$ cat config.mk
export PLATFORM = sky130hd
export DESIGN_NAME = bus_mux_pipe
export DESIGN_NICKNAME = d
export VERILOG_FILES = /design/src/rtl/bus_pkg.sv /design/src/rtl/bus_prio_enc.sv /design/src/rtl/bus_mux_pipe.sv
export SDC_FILE = /design/constraint.sdc
export NUM_CORES = 1
export LEC_CHECK = 0
export CORE_AREA = 2 2 329 331
export DETAILED_ROUTE_END_ITERATION = 16
export DIE_AREA = 0 0 331 333
export PLACE_DENSITY = 0.34
export SETUP_SLACK_MARGIN = 0.5
export SYNTH_ARGS = -nofsm -noshare
export SYNTH_HDL_FRONTEND = slang
export SYNTH_SLANG_ARGS = --single-unit
$ cat constraint.sdc
create_clock -name clk -period 2.5 [get_ports clk]
set_input_delay 0.5 -clock clk [delete_from_list [all_inputs] [get_ports clk]]
set_output_delay 0.5 -clock clk [all_outputs]
set_load 0.03 [all_outputs]
$ cat src/rtl/bus_pkg.sv
// Shared constants for the bus source multiplexer: default sizes, fixed source indices, counter width.
// Latency: n/a (constants only).
// Backpressure: n/a.
package bus_pkg;

  localparam int WIDTH_DEF = 32;
  localparam int NSRC_DEF  = 24;
  localparam int CNT_W     = 8;

  // Fixed source positions on the internal bus
  localparam int R0     = 0;
  localparam int R1     = 1;
  localparam int R2     = 2;
  localparam int R3     = 3;
  localparam int R4     = 4;
  localparam int R5     = 5;
  localparam int R6     = 6;
  localparam int R7     = 7;
  localparam int R8     = 8;
  localparam int R9     = 9;
  localparam int R10    = 10;
  localparam int R11    = 11;
  localparam int R12    = 12;
  localparam int R13    = 13;
  localparam int R14    = 14;
  localparam int R15    = 15;
  localparam int HI     = 16;
  localparam int LO     = 17;
  localparam int ZHI    = 18;
  localparam int ZLO    = 19;
  localparam int PC     = 20;
  localparam int MDR    = 21;
  localparam int INPORT = 22;
  localparam int CSIGN  = 23;

endpackage

$ cat src/rtl/bus_prio_enc.sv
// Priority encoder over drive requests: lowest set index wins, flags any/multiple requests.
// Latency: purely combinational.
// Backpressure: none; output follows input.
module bus_prio_enc
  import bus_pkg::*;
#(
  parameter int NSRC = NSRC_DEF,
  localparam int SEL_W = $clog2(NSRC)
) (
  input  logic [NSRC-1:0]  src_out,
  output logic [SEL_W-1:0] index,
  output logic             any_req,
  output logic             multi
);

  // Scan high to low so the last hit (lowest index) is the one kept;
  // a hit while another was already seen marks a multi-drive.
  always_comb begin
    index   = '0;
    any_req = 1'b0;
    multi   = 1'b0;
    for (int i = NSRC - 1; i >= 0; i--) begin
      if (src_out[i]) begin
        multi   = multi | any_req;
        any_req = 1'b1;
        index   = SEL_W'(i);
      end
    end
  end

endmodule

$ cat src/rtl/bus_mux_pipe.sv
// Registered bus multiplexer: captures the winning source word, flags multi-drive conflicts (BUS_CONFLICT_CNT_EN adds a saturating conflict counter).
// Latency: one clock from src_out/src_data to bus outputs.
// Backpressure: stall=1 freezes the output stage and suppresses capture and conflict detection.
module bus_mux_pipe
  import bus_pkg::*;
#(
  parameter int WIDTH     = WIDTH_DEF,
  parameter int NSRC      = NSRC_DEF,
  parameter int HOLD_IDLE = 0,
  localparam int SEL_W    = $clog2(NSRC)
) (
  input  logic                  clk,
  input  logic                  clr_n,
  input  logic [NSRC*WIDTH-1:0] src_data,
  input  logic [NSRC-1:0]       src_out,
  input  logic                  stall,
  input  logic                  clr_sticky,
  output logic [WIDTH-1:0]      bus_data,
  output logic                  bus_valid,
  output logic [SEL_W-1:0]      bus_sel,
  output logic                  conflict,
  output logic                  conflict_sticky
`ifdef BUS_CONFLICT_CNT_EN
  ,
  output logic [CNT_W-1:0]      conflict_cnt
`endif
);

  logic [SEL_W-1:0] winIdx;
  logic             anyReq;
  logic             multiReq;
  logic [WIDTH-1:0] winWord;
  logic             confEvent;

  bus_prio_enc #(.NSRC(NSRC)) uEnc (
    .src_out (src_out),
    .index   (winIdx),
    .any_req (anyReq),
    .multi   (multiReq)
  );

  // A conflict only counts on a cycle where the output stage actually advances.
  assign confEvent = multiReq & ~stall;

  // Pick the winner's word out of the flattened source bus; indices past NSRC-1 never match.
  always_comb begin
    winWord = '0;
    for (int i = 0; i < NSRC; i++) begin
      if (winIdx == SEL_W'(i)) winWord = src_data[i*WIDTH +: WIDTH];
    end
  end

  // Output stage: capture on request, clear (or hold data) on idle, freeze on stall.
  always_ff @(posedge clk or negedge clr_n) begin
    if (!clr_n) begin
      bus_data  <= '0;
      bus_valid <= 1'b0;
      bus_sel   <= '0;
      conflict  <= 1'b0;
    end else if (!stall) begin
      conflict  <= multiReq;
      bus_valid <= anyReq;
      if (anyReq) begin
        bus_data <= winWord;
        bus_sel  <= winIdx;
      end else begin
        bus_sel <= '0;
        if (HOLD_IDLE == 0) bus_data <= '0;
      end
    end
  end

  // Sticky conflict flag; a new conflict wins over a same-cycle clear.
  always_ff @(posedge clk or negedge clr_n) begin
    if (!clr_n)          conflict_sticky <= 1'b0;
    else if (confEvent)  conflict_sticky <= 1'b1;
    else if (clr_sticky) conflict_sticky <= 1'b0;
  end

`ifdef BUS_CONFLICT_CNT_EN
  // Saturating conflict event counter; a clear wins over a same-cycle increment.
  always_ff @(posedge clk or negedge clr_n) begin
    if (!clr_n)                            conflict_cnt <= '0;
    else if (clr_sticky)                   conflict_cnt <= '0;
    else if (confEvent && conflict_cnt != '1) conflict_cnt <= conflict_cnt + 1'b1;
  end
`endif

endmodule

==> results of run 1 <==
## timing repair
| item | in CTS | in global routing |
|---|---|---|
| pin swaps | 133 | 94 |
| gates cloned | 2 | 1 |
| buffers inserted | 97 | 45 |
| hold endpoints to repair | 0 | 0 |
| setup endpoints to repair | 48 | 39 |
| resized for setup | 404 | 105 |
| hold buffers | 0 | 0 |
## final cells by class
class,instances,area [um2]
sequential,40,1000
tap,1403,1760
clock buffer,5,125
inverter,8,30.0
antenna,33,82.6
multi-input combinational,925,7990
fill,11700,81300
timing repair buffer,1425,14300
clock inverter,2,12.5
## metrics by stage
step | utilization (%) | setup TNS (ns)
after global routing | 23.7 | -33.54
final | 23.7 | -30.48
after CTS | 22.8 | -30.57
after detailed placement | 20.4 | -64.26
after global placement | 20.4 | -63.75
after floorplan | - | -18.83
## critical path, cell delays in order
cell	delay [ns]
dlygate4sd2_1	0.25
buf_4	0.15
or4_4	0.45
buf_4	0.20
nand2_4	0.12
buf_6	0.16
buf_4	0.12
nor3_4	0.06
a222oi_1	0.68
nand3_1	0.34
a211oi_2	0.27
buf_4	0.15
nand4_1	0.08
a221o_1	0.31
## registers in the layout, summed over array words and instances (netlist names)
register	flops
conflict_sticky	1
conflict	1
bus_data	32
bus_valid	1
bus_sel	5
## placed cells by master, fill, tap and decap left out, types with 10 or more instances in the layout
cell / synthesis / layout
nor3_4: 2 / 23
dlygate4sd2_1: 0 / 15
a21oi_1: 76 / 59
a221oi_2: 0 / 29
nand3_1: 36 / 31
buf_6: 3 / 110
nor4_4: 2 / 13
buf_4: 6 / 390
a21oi_2: 0 / 14
clkdlybuf4s50_1: 0 / 798
diode_2: 0 / 33
nand2_1: 103 / 95
o22ai_1: 17 / 14
a22oi_1: 81 / 64
o221ai_1: 28 / 19
dfrtp_1: 40 / 40
nor3_1: 44 / 24
o21ai_0: 67 / 50
a22o_1: 31 / 27
a221o_1: 28 / 28
a22oi_2: 0 / 17
a222oi_1: 34 / 34
nor2_1: 78 / 66
o21ai_1: 6 / 14
buf_8: 0 / 10
buf_12: 0 / 84
a221oi_1: 85 / 48
nand4_1: 23 / 23
## worst max path at each step
stage | depth (start not counted) | slack, ns | end
after floorplan | 12 | -0.67 | bus_data[7]$_DFFE_PN0N_
after global placement | 13 | -2.23 | bus_data[28]$_DFFE_PN0N_
after detailed placement | 13 | -2.29 | bus_data[28]$_DFFE_PN0N_
after CTS | 14 | -1.13 | bus_data[2]$_DFFE_PN0N_
after global routing | 17 | -1.16 | bus_data[16]$_DFFE_PN0N_
final | 14 | -1.14 | bus_data[22]$_DFFE_PN0N_
## layer usage
| metal | vias up | share of wire, % |
|---|---|---|
| met4 | 52 | 2.7 |
| met1 | 8591 | 41 |
| li1 | 7283 | - |
| met2 | 985 | 48 |
| met5 | - | 0.22 |
| met3 | 207 | 8.1 |
## logic make-up (layout without fill, tap and decap cells)
family | after synthesis | after routing | share of synthesized area, %
buffers and inverters | 111 | 1440 | 6.68
and+or+nand+nor | 359 | 360 | 24.1
AOI/OAI and AO/OA | 554 | 554 | 54.8
other | 0 | 33 | 0
muxes | 9 | 9 | 1.28
DFF | 40 | 40 | 12.9
adders and majority gates | 2 | 2 | 0.259
## Yosys cell counts (17+ instances only)
master    instances  area [um2]
a222oi_1         34         340
nor3_1           44         220
a221oi_1         85         744
o221ai_1         28         245
o21ai_0          67         335
a22o_1           31         272
nand3_1          36         180
clkbuf_1         43         161
dfrtp_1          40        1000
a21oi_1          76         380
nor2_1           78         293
nand4_1          23         144
a22oi_1          81         608
a221o_1          28         280
o22ai_1          17         106
buf_2            44         220
nand2_1         103         387
## power by group
group | internal (uW) | leakage [uW] | switching, uW
combinational | 2060 | 0.00890 | 1700
sequential | 727 | 0.000492 | 82.6
clock | 366 | 0.0000659 | 357
==> results.ini, run 1 <==
[worst_setup_path]
critical_path_class = primary input to flop
reg2reg_slack_ns = 0.83
critPathMaxFanout = 5
timing.rr.start = bus_data[31]$_DFFE_PN0N_
crit_required_ns = 2.71
r2r_cells = 5
cp-startpoint = src_out[4]
r2r-end = bus_data[31]$_DFFE_PN0N_
cp-end-kind = flop
start_kind = primary input
arrival_ns = 3.86

[logic_synthesis]
synth_flop_cell = dfrtp_1
ys_seq_area_share_pct = 12.9
synthesis.instances = 1075
synth_cell_types = 78
syn_area_per_cell_um2 = 7.20
synth-seq-cells = 40
synth_area_um2 = 7740
synth_fp_nets = 1871
async_flop_share_pct = 100
synth_edf_count = 0
synth-warning-count = 0

[die]
core_area_um2 = 107000
die_y_um = 333
die_w_um = 331
initial_core_util_pct = 7.26
dieArea_um2 = 110000
fp-row-count = 120
pin_count = 836

[sta]
timing.final.crit_share_pct = 146
slew_violations = 0
setup_violations = 32
post-route-min-period_ns = 3.64
max_freq_ghz = 0.274
hold_ws_ns = 0.174
worst_slack_ns = -1.14
rsz0062_at_grt = true
maxSlewHeadroom_pct = 48.9
hold_viol = 0
finClkSkew_ns = 0
tightest_slew_ns = 0.766

[run_status]
outcome = finished, violations left
violations = setup timing

[global_routing]
groute.layer.met1.usage_pct = 32.6
busiest_layer = met2
met2_usage_pct = 43.7
gr-total-overflow = 0
antenna_found_initial = 77
grt_max_degree = 25
grt_pass1_vias = 17900
grt_first_pass_wirelength_mm = 186
track_usage_pct = 25.7
grt_util_met3_pct = 5.81

[routing]
wl_per_cell_um = 38.7
avgViaCountPerCell = 4.46
drt-initial-drc-count = 1381
wirelength_mm = 149
ant_nets = 0
vias = 17100
post-route-drc-count = 0
firstDrtPassIters = 8

[placement]
pre_cts_slack_ns = -2.29
port_buffers = 835
dp.cells = 3656
dpl_cell_area_um2 = 21800
hpwl_mm = 131
place.gp.congestion = 0.964

[power_and_ir_drop]
power.total_uw = 5290
ir_drop_uv = 214
leakagePower_uw = 0.00946
power_density_nw_per_um2 = 209

[clock_tree]
root_buffer = clkbuf_16
clkLatencyLatePin_ns = 0.32
clk_pin_slew_ns = 0.08
htree_levels = 2
cts_buffers = 5
cts_tree = built
cts_sinks = 40
cts_buffer_depth = 2

[flow_run]
drv_cap = 0

[finish]
final_nets = 3201
layout-drive-gt1-share_pct = 36.3
finalInstanceArea_um2 = 25300
stdcell_count = 3841
synthToLayoutAreaGrowth_pct = 227

[worst_hold_path]
hp-class = primary input to asynchronous set/reset pin

Power figures use the tool's default switching activity.
==> inputs of run 2 (changes only) <==
==> constraint.sdc (replaced) <==
create_clock -name clk -period 4.4 [get_ports clk]
set_input_delay 0.88 -clock clk [delete_from_list [all_inputs] [get_ports clk]]
set_output_delay 0.88 -clock clk [all_outputs]
set_load 0.03 [all_outputs]
==> run 2 against run 1 <==
The run now ends clean. Final area fell by 3.9%. Via count down 0.89%. Routed wire length up 1.4%. Clock power down 27%. Sequential power down 42%. Clock-buffer cell count increased by 2. Worst hold slack gained 0.32 ns. Core utilization shrank 0.93 points. Register-to-register slack better by 2.0 ns. Global-route usage rose by 0.42 points. Final cell count shrank 1.5%. Largest power group unchanged.
==> results.ini, run 2 (synthesis results as in run 1) <==
[finish]
fin_util_pct = 22.8  ; was 23.7%
final_nets = 3155  ; was 3,201
mostFrequentLayoutCells = clkdlybuf4s50_1 (809), buf_4 (404), nand2_1 (97), a22oi_1 (71), nor2_1 (67)  ; was clkdlybuf4s50_1 (798), buf_4 (390), buf_6 (110), nand2_1 (95), buf_12 (84)
synthToLayoutAreaGrowth_pct = 214  ; was 227%
layout-drive-gt1-share_pct = 33.8  ; was 36.3%
max_flop_register = bus_data  ; unchanged
final_common_cell = clkdlybuf4s50_1  ; unchanged
fillCellCount = 11800  ; was 11,700
multi_input_area_um2 = 7670  ; was 7990 um2
largest_register_ffs = 32  ; unchanged
largestRegisters = bus_data x32, bus_sel x5  ; unchanged
seqCellArea_um2 = 1000  ; unchanged

[clock_tree]
cts_tree = built  ; unchanged
clkLatencyLatePin_ns = 0.34  ; was 0.32 ns
root_buffer = clkbuf_16  ; unchanged
cts.hold.buffers_added = 0  ; unchanged
cts_buffer_depth = 2  ; unchanged
clk_pin_slew_ns = 0.08  ; about the same
cts_buffers = 5  ; unchanged
htree_levels = 2  ; unchanged
cts_sinks = 40  ; unchanged

[sta]
timing.final.crit_share_pct = 92.5
hold_viol = 0  ; unchanged
post-route-min-period_ns = 4.07
tightest_slew_ns = 1.17  ; was 0.766 ns
hold_ws_ns = 0.490  ; was 0.174 ns
slew_violations = 0  ; unchanged
finClkSkew_ns = 0  ; unchanged
rsz0062_at_grt = true  ; unchanged
tns_ns = 0  ; was -30.48 ns
worst_slack_ns = 0.332  ; was -1.14 ns
max_freq_ghz = 0.246
maxSlewHeadroom_pct = 21.5  ; was 48.9%
setup_violations = 0  ; was 32

[placement]
port_buffers = 835  ; unchanged
place.gp.congestion = 0.990  ; was 0.964
pre_cts_slack_ns = -1.32  ; was -2.29 ns
hpwl_mm = 133  ; was 131 mm

[routing]
wirelength_mm = 151  ; was 149 mm
vias = 17000  ; was 17,100
ant_nets = 0  ; unchanged
wl_per_cell_um = 39.9  ; was 38.7 um
post-route-drc-count = 0  ; unchanged
avgViaCountPerCell = 4.49  ; was 4.46
drt-initial-drc-count = 1640  ; was 1,381
firstDrtPassIters = 7  ; was 8

[die]
pin_count = 836  ; unchanged
initial_core_util_pct = 7.26  ; unchanged
fp-row-count = 120  ; unchanged
dieArea_um2 = 110000  ; unchanged
die_w_um = 331  ; unchanged
die_y_um = 333  ; unchanged
core_area_um2 = 107000  ; unchanged

[global_routing]
grt_pass1_vias = 17400  ; was 17,900
track_usage_pct = 26.1  ; was 25.7%
grt_max_degree = 49  ; was 25
antenna_found_initial = 82  ; was 77
grt_first_pass_wirelength_mm = 187  ; was 186 mm
gr-total-overflow = 0  ; unchanged

[power_and_ir_drop]
ir_drop_uv = 141  ; was 214 uV
power.total_uw = 3060  ; was 5290 uW
power_density_nw_per_um2 = 126  ; was 209 nW/um2
leakagePower_uw = 0.00912  ; was 0.00946 uW

[worst_setup_path]
arrival_ns = 4.28  ; was 3.86 ns
critPathMaxFanout = 7  ; was 5
start_kind = primary input  ; unchanged
max_stage_delay_ns = 0.46  ; was 0.68 ns
critical_path_class = primary input to flop  ; unchanged
crit_required_ns = 4.61  ; was 2.71 ns
cp-end-kind = flop  ; unchanged
cp_slowest_cell = a221oi_1  ; was a222oi_1
crit_chain = buf_8 -> buf_6 -> nor3b_2 -> buf_4 -> a2111oi_4 -> buf_4 -> o2bb2ai_4 -> buf_8 -> a21oi_4 -> buf_4 -> buf_6 -> buf_6 -> buf_6 -> nor4_4 -> buf_12 -> buf_12 -> buf_4 -> a22o_1 -> buf_12 -> a221oi_1 -> a21oi_2 -> a221o_1  ; was dlygate4sd2_1 -> buf_4 -> or4_4 -> buf_4 -> nand2_4 -> buf_6 -> buf_4 -> nor3_4 -> a222oi_1 -> nand3_1 -> a211oi_2 -> buf_4 -> nand4_1 -> a221o_1

[run_status]
outcome = complete, no violations  ; was finished, violations left

[flow_run]
drv_cap = 0  ; unchanged

[worst_hold_path]
hp-class = flop to flop  ; was primary input to asynchronous set/reset pin

==> run 2: cell type report <==
cell class,instances,area share [%]
clock inverters,1,0.124
inverters,8,0.124
multi-input cells,924,31.6
clock buffers,7,0.628
repair buffers,1380,56.0
flip-flops and latches,40,4.12
diodes,19,0.196
well taps,1403,7.23
==> run 2: what timing repair did <==
action	in CTS	in global routing
buffers inserted	66	51
pin swaps	69	96
resized for setup	253	151
endpoints found under the setup margin	32	32
cloned	1	2
==> run 2: critical path, delay by kind of cell <==
family / cells / cell delay [ns]
buffers and inverters: 13 / 1.67
AOI/OAI and AO/OA: 7 / 1.49
and+or+nand+nor: 2 / 0.19
==> run 2: report_power, final <==
part / leakage [uW] / internal (uW) / switching, uW / total [uW]
Sequential: 0.000492 / 413 / 56.0 / 469
Combinational: 0.00853 / 1130 / 936 / 2060
Clock: 0.0000902 / 301 / 223 / 524
Total: 0.00912 / 1840 / 1210 / 3060
==> run 2: metrics by stage <==
stage | area, um2 | cells
6_report | 24300 | 3782
2_1_floorplan | 7740 | 1075
3_3_place_gp | 21300 | 3635
5_1_grt | 24300 | 3777
4_1_cts | 23000 | 3710
3_5_place_dp | 21300 | 3635
==> run 2: path summary, 6_finish.rpt <==
check	slack [ns]	cells after the start	from	end
worst max-delay path	0.33	22	src_out[9]	bus_data[16]$_DFFE_PN0N_
worst max register to register	2.84	4	bus_data[26]$_DFFE_PN0N_	bus_data[26]$_DFFE_PN0N_
max in group asynchronous	2.86	2	clr_n	conflict_sticky$_DFFE_PN0P_
min in group asynchronous	0.61	1	clr_n	bus_data[30]$_DFFE_PN0N_
worst min register to register	0.49	2	bus_sel[3]$_DFFE_PN0N_	bus_sel[3]$_DFFE_PN0N_
worst min-delay path	0.49	2	bus_sel[3]$_DFFE_PN0N_	bus_sel[3]$_DFFE_PN0N_
==> run 2: layer usage <==
layer	part of all wire (%)	vias up	global-route usage (%)
li1	-	7161	-
met1	42	8545	33.4
met2	47	1025	43.6
met3	8.5	181	6.89
met4	2.4	54	5.09
met5	0.23	-	0
==> inputs of run 3 (changes only) <==
--- a/config.mk
+++ b/config.mk
@@ -6,9 +6,11 @@
 export NUM_CORES = 1
 export LEC_CHECK = 0
 export CORE_AREA = 2 2 329 331
+export CTS_CLUSTER_SIZE = 28
 export DETAILED_ROUTE_END_ITERATION = 16
 export DIE_AREA = 0 0 331 333
 export PLACE_DENSITY = 0.34
+export RECOVER_POWER = 50
 export SETUP_SLACK_MARGIN = 0.5
 export SYNTH_ARGS = -nofsm -noshare
 export SYNTH_HDL_FRONTEND = slang
==> run 3 against run 2 <==
The flow now finishes with violations (capacitance limit, slew limit). Worst hold slack better by 0.00091 ns. Global-route usage unchanged. Sequential power about the same. First-iteration DRC count is 3.0% higher. Clock skew stayed put. Non-clock buffer count unchanged. Routed wire length is essentially flat.
==> results.ini, run 3 (synthesis results as in run 1) <==
[global_routing]
gr-total-overflow = 0  ; unchanged
grt_pass1_vias = 17400  ; unchanged
antenna_found_initial = 82  ; unchanged
grt_first_pass_wirelength_mm = 187  ; unchanged
grt_max_degree = 49  ; unchanged
track_usage_pct = 26.1  ; unchanged

[power_and_ir_drop]
power_frac_seq_pct = 15.4  ; was 15.3%
power.total_uw = 3040  ; was 3060 uW
swShare_pct = 39.8  ; about the same
power_density_nw_per_um2 = 125  ; was 126 nW/um2
p_comb_share_pct = 67.5  ; about the same
p_int_uw = 1830  ; was 1840 uW
leakagePower_uw = 0.00912  ; about the same
ir_drop_uv = 141  ; about the same
p_switching_uw = 1210  ; about the same
pwr-share-clk_pct = 17.2  ; about the same

[worst_setup_path]
crit_required_ns = 4.61  ; about the same
critical_path_class = primary input to flop  ; unchanged
critPathMaxFanout = 7  ; unchanged
cp-end-kind = flop  ; unchanged
start_kind = primary input  ; unchanged
arrival_ns = 4.29  ; was 4.28 ns

[die]
die_y_um = 333  ; unchanged
pin_count = 836  ; unchanged
initial_core_util_pct = 7.26  ; unchanged
core_area_um2 = 107000  ; unchanged
fp-row-count = 120  ; unchanged
die_w_um = 331  ; unchanged
dieArea_um2 = 110000  ; unchanged

[sta]
maxSlewHeadroom_pct = -20.4  ; was 21.5%
rsz0062_at_grt = true  ; unchanged
finClkSkew_ns = 0  ; unchanged
hold_viol = 0  ; unchanged
timing.final.crit_share_pct = 92.8  ; was 92.5%
setup_violations = 0  ; unchanged
max_freq_ghz = 0.245  ; was 0.246 GHz
worst_slack_ns = 0.315  ; was 0.332 ns
hold_ws_ns = 0.491  ; was 0.490 ns
tightest_slew_ns = 1.81  ; was 1.17 ns
post-route-min-period_ns = 4.09  ; was 4.07 ns
tns_ns = 0  ; unchanged
slew_violations = 43  ; was 0

[routing]
ant_nets = 0  ; unchanged
post-route-drc-count = 0  ; unchanged
vias = 16900  ; was 17,000
drt-initial-drc-count = 1689  ; was 1,640
avgViaCountPerCell = 4.45  ; was 4.49
wl_per_cell_um = 39.8  ; was 39.9 um
firstDrtPassIters = 7  ; unchanged
wirelength_mm = 151  ; about the same

[placement]
dpl_cell_area_um2 = 21300  ; unchanged
hpwl_mm = 133  ; unchanged
place.gp.congestion = 0.990  ; unchanged
pre_cts_slack_ns = -1.32  ; unchanged
port_buffers = 835  ; unchanged

[clock_tree]
cts_buffers = 5  ; unchanged
clkLatencyLatePin_ns = 0.33  ; was 0.34 ns
root_buffer = clkbuf_16  ; unchanged
htree_levels = 2  ; unchanged
cts_sinks = 40  ; unchanged
clk_pin_slew_ns = 0.08  ; about the same
cts_buffer_depth = 2  ; unchanged
cts_tree = built  ; unchanged

[finish]
final_common_cell = clkdlybuf4s50_1  ; unchanged
largest_register_ffs = 32  ; unchanged
mostFrequentLayoutCells = clkdlybuf4s50_1 (791), buf_4 (402), nand2_1 (97), a22oi_1 (71), nor2_1 (67)  ; was clkdlybuf4s50_1 (809), buf_4 (404), nand2_1 (97), a22oi_1 (71), nor2_1 (67)
finalInstanceArea_um2 = 24300  ; about the same
max_flop_register = bus_data  ; unchanged
layout-drive-gt1-share_pct = 33.6  ; was 33.8%
largestRegisters = bus_data x32, bus_sel x5  ; unchanged
final_nets = 3155  ; unchanged
synthToLayoutAreaGrowth_pct = 214  ; about the same

[flow_run]
drv_cap = 2  ; was 0

[run_status]
outcome = finished, violations left  ; was complete, no violations
violations = capacitance limit, slew limit

[worst_hold_path]
hp-class = flop to flop  ; unchanged

[run 3: cell count changes in the layout (fill, tap and decap cells not counted), sizes merged]
cell           before  now
clkdlybuf4s50     809  791
dlygate4sd3         0   18
buf               551  548
clkbuf             12   15
diode              19   21
[run 3: area by class of cell]
cell class / count / area, um2
Clock inverter: 1 / 30.0
Tap cell: 1403 / 1760
Multi-Input combinational cell: 924 / 7660
Fill cell: 11800 / 82300
Antenna cell: 21 / 52.6
Timing Repair Buffer: 1380 / 13600
Sequential cell: 40 / 1000
Inverter: 8 / 30.0
Clock buffer: 7 / 153
[run 3: path summary, 6_finish.rpt]
kind                                           from                           to  slack, ns  cells past startpoint
max in group asynchronous                     clr_n  conflict_sticky$_DFFE_PN0P_       0.98                      2
setup reg to reg           bus_data[31]$_DFFE_PN0N_     bus_data[31]$_DFFE_PN0N_       2.85                      5
hold reg to reg              bus_sel[2]$_DFFE_PN0N_       bus_sel[2]$_DFFE_PN0N_       0.49                      2
min in group asynchronous                     clr_n     bus_data[30]$_DFFE_PN0N_       1.03                      1
hold / removal               bus_sel[2]$_DFFE_PN0N_       bus_sel[2]$_DFFE_PN0N_       0.49                      2
setup / recovery                         src_out[9]     bus_data[16]$_DFFE_PN0N_       0.31                     22
[run 3: layer usage]
layer  GRT usage [%]  share of wire [%]  vias up
li1                -                  -     7171
met1            33.4                 42     8422
met2            43.6                 47     1020
met3            6.89                8.8      188
met4            5.09                2.4       52
met5               0               0.22        -
[run 3: power groups by stage]
stage | combinational, uW | clock [uW] | sequential [uW]
2_1_floorplan | 301 | 0 | 537
5_1_grt | 2130 | 555 | 470
4_1_cts | 1970 | 548 | 466
3_3_place_gp | 1860 | 0 | 473
6_report | 2050 | 522 | 468
3_5_place_dp | 1850 | 0 | 473
[run 3: per-stage QoR]
step,util (%),cells
6_report,22.8,3784
5_1_grt,22.8,3777
4_1_cts,21.6,3710
3_5_place_dp,20.0,3635
3_3_place_gp,20.0,3635
2_1_floorplan,-,1075
[run 3: worst max-delay path: stages]
cell and delay [ns]:
buf_8 0.10, buf_6 0.10, nor3b_2 0.14, buf_4 0.14, a2111oi_4 0.18, buf_4 0.19, o2bb2ai_4 0.09, buf_8 0.13
a21oi_4 0.12, buf_4 0.13, buf_6 0.11, buf_6 0.09, buf_6 0.10, nor4_4 0.05, buf_12 0.15, buf_12 0.14
buf_4 0.14, a22o_1 0.27, buf_12 0.15, a221oi_1 0.47, a21oi_2 0.10, a221o_1 0.27
[run 3: what timing repair did]
item / 4_1_cts / 5_1_grt
endpoints found under the setup margin: 32 / 32
endpoints found under the hold margin: 0 / 0
setup buffers: 66 / 51
pin swaps: 69 / 96
cloned: 1 / 2
resized for setup: 253 / 151
hold buffers: 0 / 0
